`config.mk`:
```
export PLATFORM = sky130hd
export DESIGN_NAME = fuzzy_seq_ctrl_flat
export DESIGN_NICKNAME = d
export VERILOG_FILES = /design/src/rtl/fuzzy_seq_ctrl_if.sv /design/src/rtl/fuzzy_seq_ctrl.sv /design/src/flat_wrapper.sv
export SDC_FILE = /design/constraint.sdc
export NUM_CORES = 1
export LEC_CHECK = 0
export ABC_AREA = 1
export ABC_CLOCK_PERIOD_IN_PS = 1620
export BUFFER_PORTS_ARGS = -buffer_cell sky130_fd_sc_hd__buf_4
export CAP_MARGIN = 20
export CORE_MARGIN = 2
export CORE_UTILIZATION = 41
export DETAILED_ROUTE_END_ITERATION = 12
export PLACE_DENSITY_LB_ADDON = 0.15
export SLEW_MARGIN = 20
export SYNTH_ARGS = -nofsm -noshare
export SYNTH_HDL_FRONTEND = slang
export SYNTH_SLANG_ARGS = --single-unit
```
`constraint.sdc`:
```
create_clock -name clk -period 1.62 [get_ports clk]
set_input_delay 0.243 -clock clk [delete_from_list [all_inputs] [get_ports clk]]
set_output_delay 0.243 -clock clk [all_outputs]
set_load 0.02 [all_outputs]
```
`src/rtl/fuzzy_seq_ctrl_if.sv`:
```
`default_nettype none
// ============================================================================
//  Module     : fuzzy_seq_ctrl_if
//  Description: Request/sample/grant bundle of the fuzzification sequencer
//               plus its pipeline-facing outputs. out_ready exists only when
//               FUZZY_SEQ_STALL_EN is defined.
//  Revision   : 1.0 - initial release
// ============================================================================
interface fuzzy_seq_ctrl_if #(
   parameter int W = 8
);
   logic          req_a;
   logic [W-1:0]  in1_a;
   logic [W-1:0]  in2_a;
   logic          gnt_a;
   logic          req_b;
   logic [W-1:0]  in1_b;
   logic [W-1:0]  in2_b;
   logic          gnt_b;
   logic [W-1:0]  Input_01;
   logic [W-1:0]  Input_02;
   logic          EN_SCLK;
   logic          busy;
   logic          out_valid;
   logic          out_tag;
`ifdef FUZZY_SEQ_STALL_EN
   logic          out_ready;
`endif

   // Requesters and result consumer
   modport master (
      output req_a, in1_a, in2_a, req_b, in1_b, in2_b,
`ifdef FUZZY_SEQ_STALL_EN
      output out_ready,
`endif
      input  gnt_a, gnt_b, Input_01, Input_02, EN_SCLK, busy, out_valid, out_tag
   );

   // Sequencer side
   modport slave (
      input  req_a, in1_a, in2_a, req_b, in1_b, in2_b,
`ifdef FUZZY_SEQ_STALL_EN
      input  out_ready,
`endif
      output gnt_a, gnt_b, Input_01, Input_02, EN_SCLK, busy, out_valid, out_tag
   );
endinterface
`default_nettype wire

```
`src/rtl/fuzzy_seq_ctrl.sv`:
```
`default_nettype none
// ============================================================================
//  Module     : fuzzy_seq_ctrl
//  Description: Round-robin two-source arbiter and EN_SCLK sequencer for the
//               type-2 fuzzification pipeline. One sample in flight at a
//               time: IDLE (grant + load) -> RUN (PIPE_LAT strobes every DIV
//               clocks) -> DONE (result valid, tagged with source).
//               Optional macro FUZZY_SEQ_STALL_EN: DONE waits for out_ready.
//  Revision   : 1.0 - initial release
// ============================================================================
module fuzzy_seq_ctrl #(
   parameter int PIPE_LAT = 3,
   parameter int DIV      = 4,
   parameter int W        = 8
) (
   input  wire logic          clk,
   input  wire logic          RESET,
   fuzzy_seq_ctrl_if.slave    sif
);

   localparam int c_div_w = (DIV > 1) ? $clog2(DIV) : 1;
   localparam int c_stb_w = (PIPE_LAT > 1) ? $clog2(PIPE_LAT) : 1;
   localparam logic [c_div_w-1:0] c_div_last = c_div_w'(DIV - 1);
   localparam logic [c_stb_w-1:0] c_stb_last = c_stb_w'(PIPE_LAT - 1);

   localparam logic [1:0] c_st_idle = 2'd0;
   localparam logic [1:0] c_st_run  = 2'd1;
   localparam logic [1:0] c_st_done = 2'd2;

   logic [1:0]          r_state;
   logic                r_ptr;       // 1: B holds priority on a tie
   logic [W-1:0]        r_in1;
   logic [W-1:0]        r_in2;
   logic                r_tag;       // source of the sample in flight
   logic                r_out_tag;   // source of the last completed result
   logic [c_div_w-1:0]  r_div_cnt;
   logic [c_stb_w-1:0]  r_stb_cnt;

   logic w_idle;
   logic w_any;
   logic w_sel_b;
   logic w_gnt_a;
   logic w_gnt_b;
   logic w_strobe;
   logic w_last;
   logic w_done_exit;

   // Arbitration, strobe generation and DONE release
   always_comb begin
      w_idle   = (r_state == c_st_idle);
      w_any    = sif.req_a | sif.req_b;
      w_sel_b  = sif.req_b & (~sif.req_a | r_ptr);
      // grants are Mealy on the requests; masked while reset is asserted
      w_gnt_a  = w_idle & RESET & w_any & ~w_sel_b;
      w_gnt_b  = w_idle & RESET & w_any &  w_sel_b;
      w_strobe = (r_state == c_st_run) && (r_div_cnt == c_div_last);
      w_last   = w_strobe && (r_stb_cnt == c_stb_last);
`ifdef FUZZY_SEQ_STALL_EN
      w_done_exit = sif.out_ready;
`else
      w_done_exit = 1'b1;
`endif
   end

   // Sequencer state, sample load, counters and tags
   always_ff @(posedge clk or negedge RESET) begin
      if (!RESET) begin
         r_state   <= c_st_idle;
         r_ptr     <= 1'b0;
         r_in1     <= '0;
         r_in2     <= '0;
         r_tag     <= 1'b0;
         r_out_tag <= 1'b0;
         r_div_cnt <= '0;
         r_stb_cnt <= '0;
      end else begin
         case (r_state)
            c_st_idle: begin
               if (w_any) begin
                  r_state   <= c_st_run;
                  r_ptr     <= ~w_sel_b;
                  r_in1     <= w_sel_b ? sif.in1_b : sif.in1_a;
                  r_in2     <= w_sel_b ? sif.in2_b : sif.in2_a;
                  r_tag     <= w_sel_b;
                  r_div_cnt <= '0;
                  r_stb_cnt <= '0;
               end
            end
            c_st_run: begin
               if (w_strobe) begin
                  r_div_cnt <= '0;
                  if (w_last) begin
                     r_state   <= c_st_done;
                     r_out_tag <= r_tag;
                  end else begin
                     r_stb_cnt <= r_stb_cnt + 1'b1;
                  end
               end else begin
                  r_div_cnt <= r_div_cnt + 1'b1;
               end
            end
            c_st_done: begin
               if (w_done_exit) begin
                  r_state <= c_st_idle;
               end
            end
            default: r_state <= c_st_idle;
         endcase
      end
   end

   assign sif.gnt_a     = w_gnt_a;
   assign sif.gnt_b     = w_gnt_b;
   assign sif.Input_01  = r_in1;
   assign sif.Input_02  = r_in2;
   assign sif.EN_SCLK   = w_strobe;
   assign sif.busy      = ~w_idle;
   assign sif.out_valid = (r_state == c_st_done);
   assign sif.out_tag   = r_out_tag;

endmodule
`default_nettype wire
```
`src/flat_wrapper.sv`:
```
// flat-port wrapper written by rule: the top's interface ports become plain ports
module fuzzy_seq_ctrl_flat 
#(
   parameter int PIPE_LAT = 3,
   parameter int DIV      = 4,
   parameter int W        = 8
)
  (clk, RESET, sif_req_a, sif_in1_a, sif_in2_a, sif_req_b, sif_in1_b, sif_in2_b, sif_gnt_a, sif_gnt_b, sif_Input_01, sif_Input_02, sif_EN_SCLK, sif_busy, sif_out_valid, sif_out_tag);
  fuzzy_seq_ctrl_if #(.W(W)) sif_i ();
  input  wire logic clk;
  input  wire logic RESET;
  input wire logic [$bits(sif_i.req_a)-1:0] sif_req_a;
  input wire logic [$bits(sif_i.in1_a)-1:0] sif_in1_a;
  input wire logic [$bits(sif_i.in2_a)-1:0] sif_in2_a;
  input wire logic [$bits(sif_i.req_b)-1:0] sif_req_b;
  input wire logic [$bits(sif_i.in1_b)-1:0] sif_in1_b;
  input wire logic [$bits(sif_i.in2_b)-1:0] sif_in2_b;
  output wire logic [$bits(sif_i.gnt_a)-1:0] sif_gnt_a;
  output wire logic [$bits(sif_i.gnt_b)-1:0] sif_gnt_b;
  output wire logic [$bits(sif_i.Input_01)-1:0] sif_Input_01;
  output wire logic [$bits(sif_i.Input_02)-1:0] sif_Input_02;
  output wire logic [$bits(sif_i.EN_SCLK)-1:0] sif_EN_SCLK;
  output wire logic [$bits(sif_i.busy)-1:0] sif_busy;
  output wire logic [$bits(sif_i.out_valid)-1:0] sif_out_valid;
  output wire logic [$bits(sif_i.out_tag)-1:0] sif_out_tag;
  assign sif_i.req_a = sif_req_a;
  assign sif_i.in1_a = sif_in1_a;
  assign sif_i.in2_a = sif_in2_a;
  assign sif_i.req_b = sif_req_b;
  assign sif_i.in1_b = sif_in1_b;
  assign sif_i.in2_b = sif_in2_b;
  assign sif_gnt_a = sif_i.gnt_a;
  assign sif_gnt_b = sif_i.gnt_b;
  assign sif_Input_01 = sif_i.Input_01;
  assign sif_Input_02 = sif_i.Input_02;
  assign sif_EN_SCLK = sif_i.EN_SCLK;
  assign sif_busy = sif_i.busy;
  assign sif_out_valid = sif_i.out_valid;
  assign sif_out_tag = sif_i.out_tag;
  fuzzy_seq_ctrl #(.PIPE_LAT(PIPE_LAT), .DIV(DIV), .W(W)) u_core (.clk(clk), .RESET(RESET), .sif(sif_i));
endmodule
```
After elaboration in Yosys (flattened, before gate mapping)

Index checks and enable logic that the tools add are counted.

Register bits after elaboration: 25
Output and inout bits: 22
Logic and storage cells: 49

Add/sub/neg operators: 2
Equal/unequal tests: 8
Mux-type cells: 12
Bitwise operators: 10
Reductions and logical operators: 9

Operators by type and width:

| kind                                                  | count |
|---|---|
| 2-to-1 mux 8 bit                                      | 2 |
| 2-to-1 mux 2 bit                                      | 7 |
| one-hot mux 2 bit (2 select lines)                    | 3 |
| == test 2 bit, second input constant                  | 3 |
| inequality test 2 bit, second input constant          | 3 |
| AND reduction 3 bit                                   | 2 |
| AND 1 bit                                             | 5 |
| adder 2 x 1 -> 2 bit, second input constant           | 2 |
| AND reduction 2 bit                                   | 2 |
| AND reduction 4 bit                                   | 1 |
| inverter 1 bit                                        | 3 |
| == test 2 x 1 -> 1 bit, second input constant         | 1 |
| logical AND 1 bit                                     | 2 |
| logical NOT 2 bit                                     | 1 |
| inequality test 2 x 1 -> 1 bit, second input constant | 1 |
| OR 1 bit                                              | 2 |
| nonzero test 2 bit                                    | 1 |

Longest topological paths before layout

Depth in word-level cells: 6
Depth in mapped cells: 8

Worst setup path before layout

No wires, ideal clock.

Path type: register to output
Start: reg u_core.r_state[1]
End: out sif_gnt_a
Arrival time: 1.172 ns
Data required time: 1.377 ns
Slack: 0.205 ns
Stages on the path, launching flop included: 6
Buffers on the path: 0
Cell sequence: dfrtp_1 inv_2 nand2_2 nor2_8 nand2_1 nor2_1

Longest elaborated chain between the ends: 4

Ends and longest elaborated chain:

| item                    | line                 | text |
|---|---|---|
| start, declared         | fuzzy_seq_ctrl.sv:30 | `logic [1:0] r_state;` |
| start signal, assigned  | fuzzy_seq_ctrl.sv:68 | `r_state <= c_st_idle;` |
| start signal, assigned  | fuzzy_seq_ctrl.sv:80 | `r_state <= c_st_run;` |
| start signal, assigned  | fuzzy_seq_ctrl.sv:93 | `r_state <= c_st_done;` |
| logical NOT 2 bit       | fuzzy_seq_ctrl.sv:50 | `w_idle = (r_state == c_st_idle);` |
| AND 1 bit (3 in series) | fuzzy_seq_ctrl.sv:54 | `w_gnt_a = w_idle & RESET & w_any & ~w_sel_b;` |
| end, declared           | flat_wrapper.sv:18   | `output wire logic [$bits(sif_i.gnt_a)-1:0] sif_gnt_a;` |

Every way passes these cells.

Worst setup path after layout

Start: reg u_core.r_state[0]
End: out sif_gnt_a

The elaborated chain is that of the path after synthesis.

==> impl_metrics.toml <==
[status]
status = "finished, violations left"
violations = "design-rule violations"

[setup_path]
path_depth = 6
end_kind = "output pin"
worstSetupEndpoint = "sif_gnt_a"
crit_arrival_ns = 1.34
r2r-start = "u_core.r_state[1]$_DFFE_PN0P_"
slowest_stage = "dfrtp_2"
worstPathRequired_ns = 1.38
critPathLaunch = "u_core.r_state[0]$_DFFE_PN0P_"
reg2reg_to = "u_core.r_stb_cnt[1]$_DFFE_PN0P_"
crit_buf_inv = 2
critical_path.top_delay_family = "flip-flops"
path_cells = "inv_2, nand2_4, nor2_8, nand2_2, nor2_1, buf_4"
worstSetupStartpointType = "flop"
max_stage_delay_ns = 0.47
crit_type = "flop to output pin"
worst_r2r_path_depth = 7
r2r_slack_ns = 0.22
worstPathMaxFanout = 3

[sta]
final_hold_viol_count = 0
timing.hold.ws_ns = 0.136
rsz0062_at_grt = "true"
period_minus_slack_ns = 1.58
post-route-period-util_pct = 97.6
setup_viol = 0
finalMaxSlewViolations = 0
clock.fmax_mhz = 633
finClkSkew_ns = 0.00895
tightest_slew_ns = 0.416
maxSlewHeadroom_pct = 72.1

[cells_and_area]
diodes = 0
final_cells = 242
nets = 250
fin_util_pct = 64.1
area_delta_synth_final_pct = 45.1
postLayoutCellArea_sq_mm = 0.00180
drive_gt1_share_pct = 41.2

[floorplanning]
start_util_pct = 44.2
die_w_microns = 59.0
fp-row-count = 19
io_pins = 58
die_y_microns = 59.0
die_area_sq_mm = 0.00348
core_area_sq_mm = 0.00281

[yosys]
postSynthCellCount = 145
synth.net_count = 183
synth-seq-cells = 25
syn-cell-area_sq_mm = 0.00124
seq_area_frac_synth_pct = 50.5
synth_area_per_cell_sq_um = 8.54
netlist-cell-type-count = 17
yosysWarnings = 0

[power_and_ir_drop]
clkPwrFrac_pct = 9.4
switchingPower_mw = 1.33
power_frac_comb_pct = 54.8
p_leak_nw = 0.960
internal_power_mw = 1.73
switching_share_pct = 43.5
max-vdd-ir-drop_mv = 0.791
seq_power_share_pct = 35.7
p_per_area_mw_per_mm2 = 1700
power_mw = 3.06

[clock_network]
clock_latency_ns = 0.32
cts_max_level = 1
cts_inserted_buffers = 3
clockBufferDepth = 2
cts-root-buf = "clkbuf_4"
cts.clk_slew.worst_paths_ns = 0.15
tritoncts = "built"
cts.sinks = 25

[min_path]
hold_class = "primary input to flop"

[drt]
drc = 3
wl_microns = 3280
first_iter_violations = 68
antenna_left = 0
via_per_inst = 5.18
wl_per_cell_microns = 13.5
dr_total_vias = 1254
drt_first_pass_iters = 8

[grt]
grt_first_pass_wirelength_microns = 5560
grt_start_max_net_pins = 26
gr-total-overflow = 0
antenna_found_initial = 0
grt_pass1_vias = 1322
track_usage_pct = 20.8

[placed_design]
placed_cells = 232
place_area_sq_mm = 0.00170
gp_congestion = 0.740
io_buffers = 57
hpwl_microns = 2390

[job]
cap_violations = 0
==> Yosys cell counts <==
cell type,number,area share [%]
inv_1,8,2.4
ha_1,2,2.0
buf_6,2,1.8
o31ai_1,1,0.61
nand3_2,1,0.81
nand2_4,1,0.91
buf_2,4,1.6
inv_2,3,0.91
o21ai_1,4,1.6
nor2_8,1,1.6
nor2_4,1,0.91
nand3_1,53,21
nand2_1,28,8.5
nand2_2,4,2.0
dfrtp_1,25,51
nor2_1,6,1.8
nor2_2,1,0.51
==> stage by stage <==
stage | setup TNS, ns | setup WS [ns]
2_1_floorplan | 0 | 0.205
3_3_place_gp | 0 | 0.312
4_1_cts | 0 | 0.00214
3_5_place_dp | 0 | 0.233
6_report | 0 | 0.0394
5_1_grt | -0.0411 | -0.0411
==> cell usage in the layout (no fill, tap or decap), types with 2 or more instances in the layout <==
cell type and count:
nand2_1 27, inv_2 3, dfrtp_1 24, nand2_4 3, buf_4 67, nand3_2 2
nand2_2 3, o21ai_1 4, nor2_1 6, inv_1 8, nand3_1 52, clkbuf_4 3
==> worst min path at each step <==
stage	start	cells past startpoint	end
3_3_place_gp	RESET	2	u_core.sif.Input_02[2]$_DFFE_PN0P_
3_5_place_dp	RESET	2	u_core.sif.Input_02[4]$_DFFE_PN0P_
2_1_floorplan	RESET	0	u_core.r_div_cnt[0]$_DFFE_PN0P_
4_1_cts	sif_in1_b[4]	3	u_core.sif.Input_01[4]$_DFFE_PN0P_
5_1_grt	sif_in1_b[4]	3	u_core.sif.Input_01[4]$_DFFE_PN0P_
6_report	sif_in1_b[4]	3	u_core.sif.Input_01[4]$_DFFE_PN0P_
==> cell families after synthesis <==
logic type                 Yosys count  synth area share [%]
buffers and inverters               17                  6.77
and+or+nand+nor                     96                  38.5
AOI/OAI and AO/OA                    5                  2.22
DFF                                 25                  50.5
adders and majority gates            2                  2.02
==> sequential cells by signal, summed over array words and instances, names as in the netlist <==
name,cells
u_core.sif.Input_02,8
u_core.r_div_cnt,2
u_core.sif.Input_01,8
u_core.r_state,2
u_core.r_ptr,1
u_core.r_stb_cnt,2
u_core.r_tag,1
u_core.sif.out_tag,1
==> layer usage <==
metal  vias to the layer above  routed length [microns]  GRT usage [%]
met4                         0                       27           7.14
li1                        614                        -              -
met5                         -                        0              0
met2                        41                     1670           37.1
met3                         4                      177           3.08
met1                       595                     1400           25.4
==> final cells by class <==
type                            count  area (sq um)
Fill cell                         255          1010
Multi-Input combinational cell    103           549
Sequential cell                    25           627
Inverter                           11          41.3
Tap cell                           31          38.8
Clock inverter                      1          5.00
Timing Repair Buffer               68           513
Clock buffer                        3          22.5
==> worst register-to-register path, cell delays in order (launching register included) <==
cell and delay (ns):
dfrtp_1 0.45, nor2_4 0.14, buf_4 0.14, nand2_2 0.25, nand2_4 0.17, nand2_2 0.06, nand2_1 0.06, nand2_1 0.05
==> power by group through the flow <==
stage          sequential, mW  combinational [mW]  clock [mW]
3_5_place_dp             1.11                1.61           0
6_report                 1.09                1.68       0.289
4_1_cts                  1.09                1.65       0.296
2_1_floorplan            1.33               0.756           0
5_1_grt                  1.14                1.85       0.322
3_3_place_gp             1.10                1.57           0
==> timing repair <==
| item | in CTS | in global routing |
|---|---|---|
| pin swaps | 0 | 3 |
| hold endpoints to repair | 25 | 0 |
| gates resized for setup | 2 | 4 |
| buffers inserted | 3 | 2 |
| setup endpoints to repair | 2 | 3 |
| hold buffers | 1 | 0 |
(Power assumes the default switching activity.)
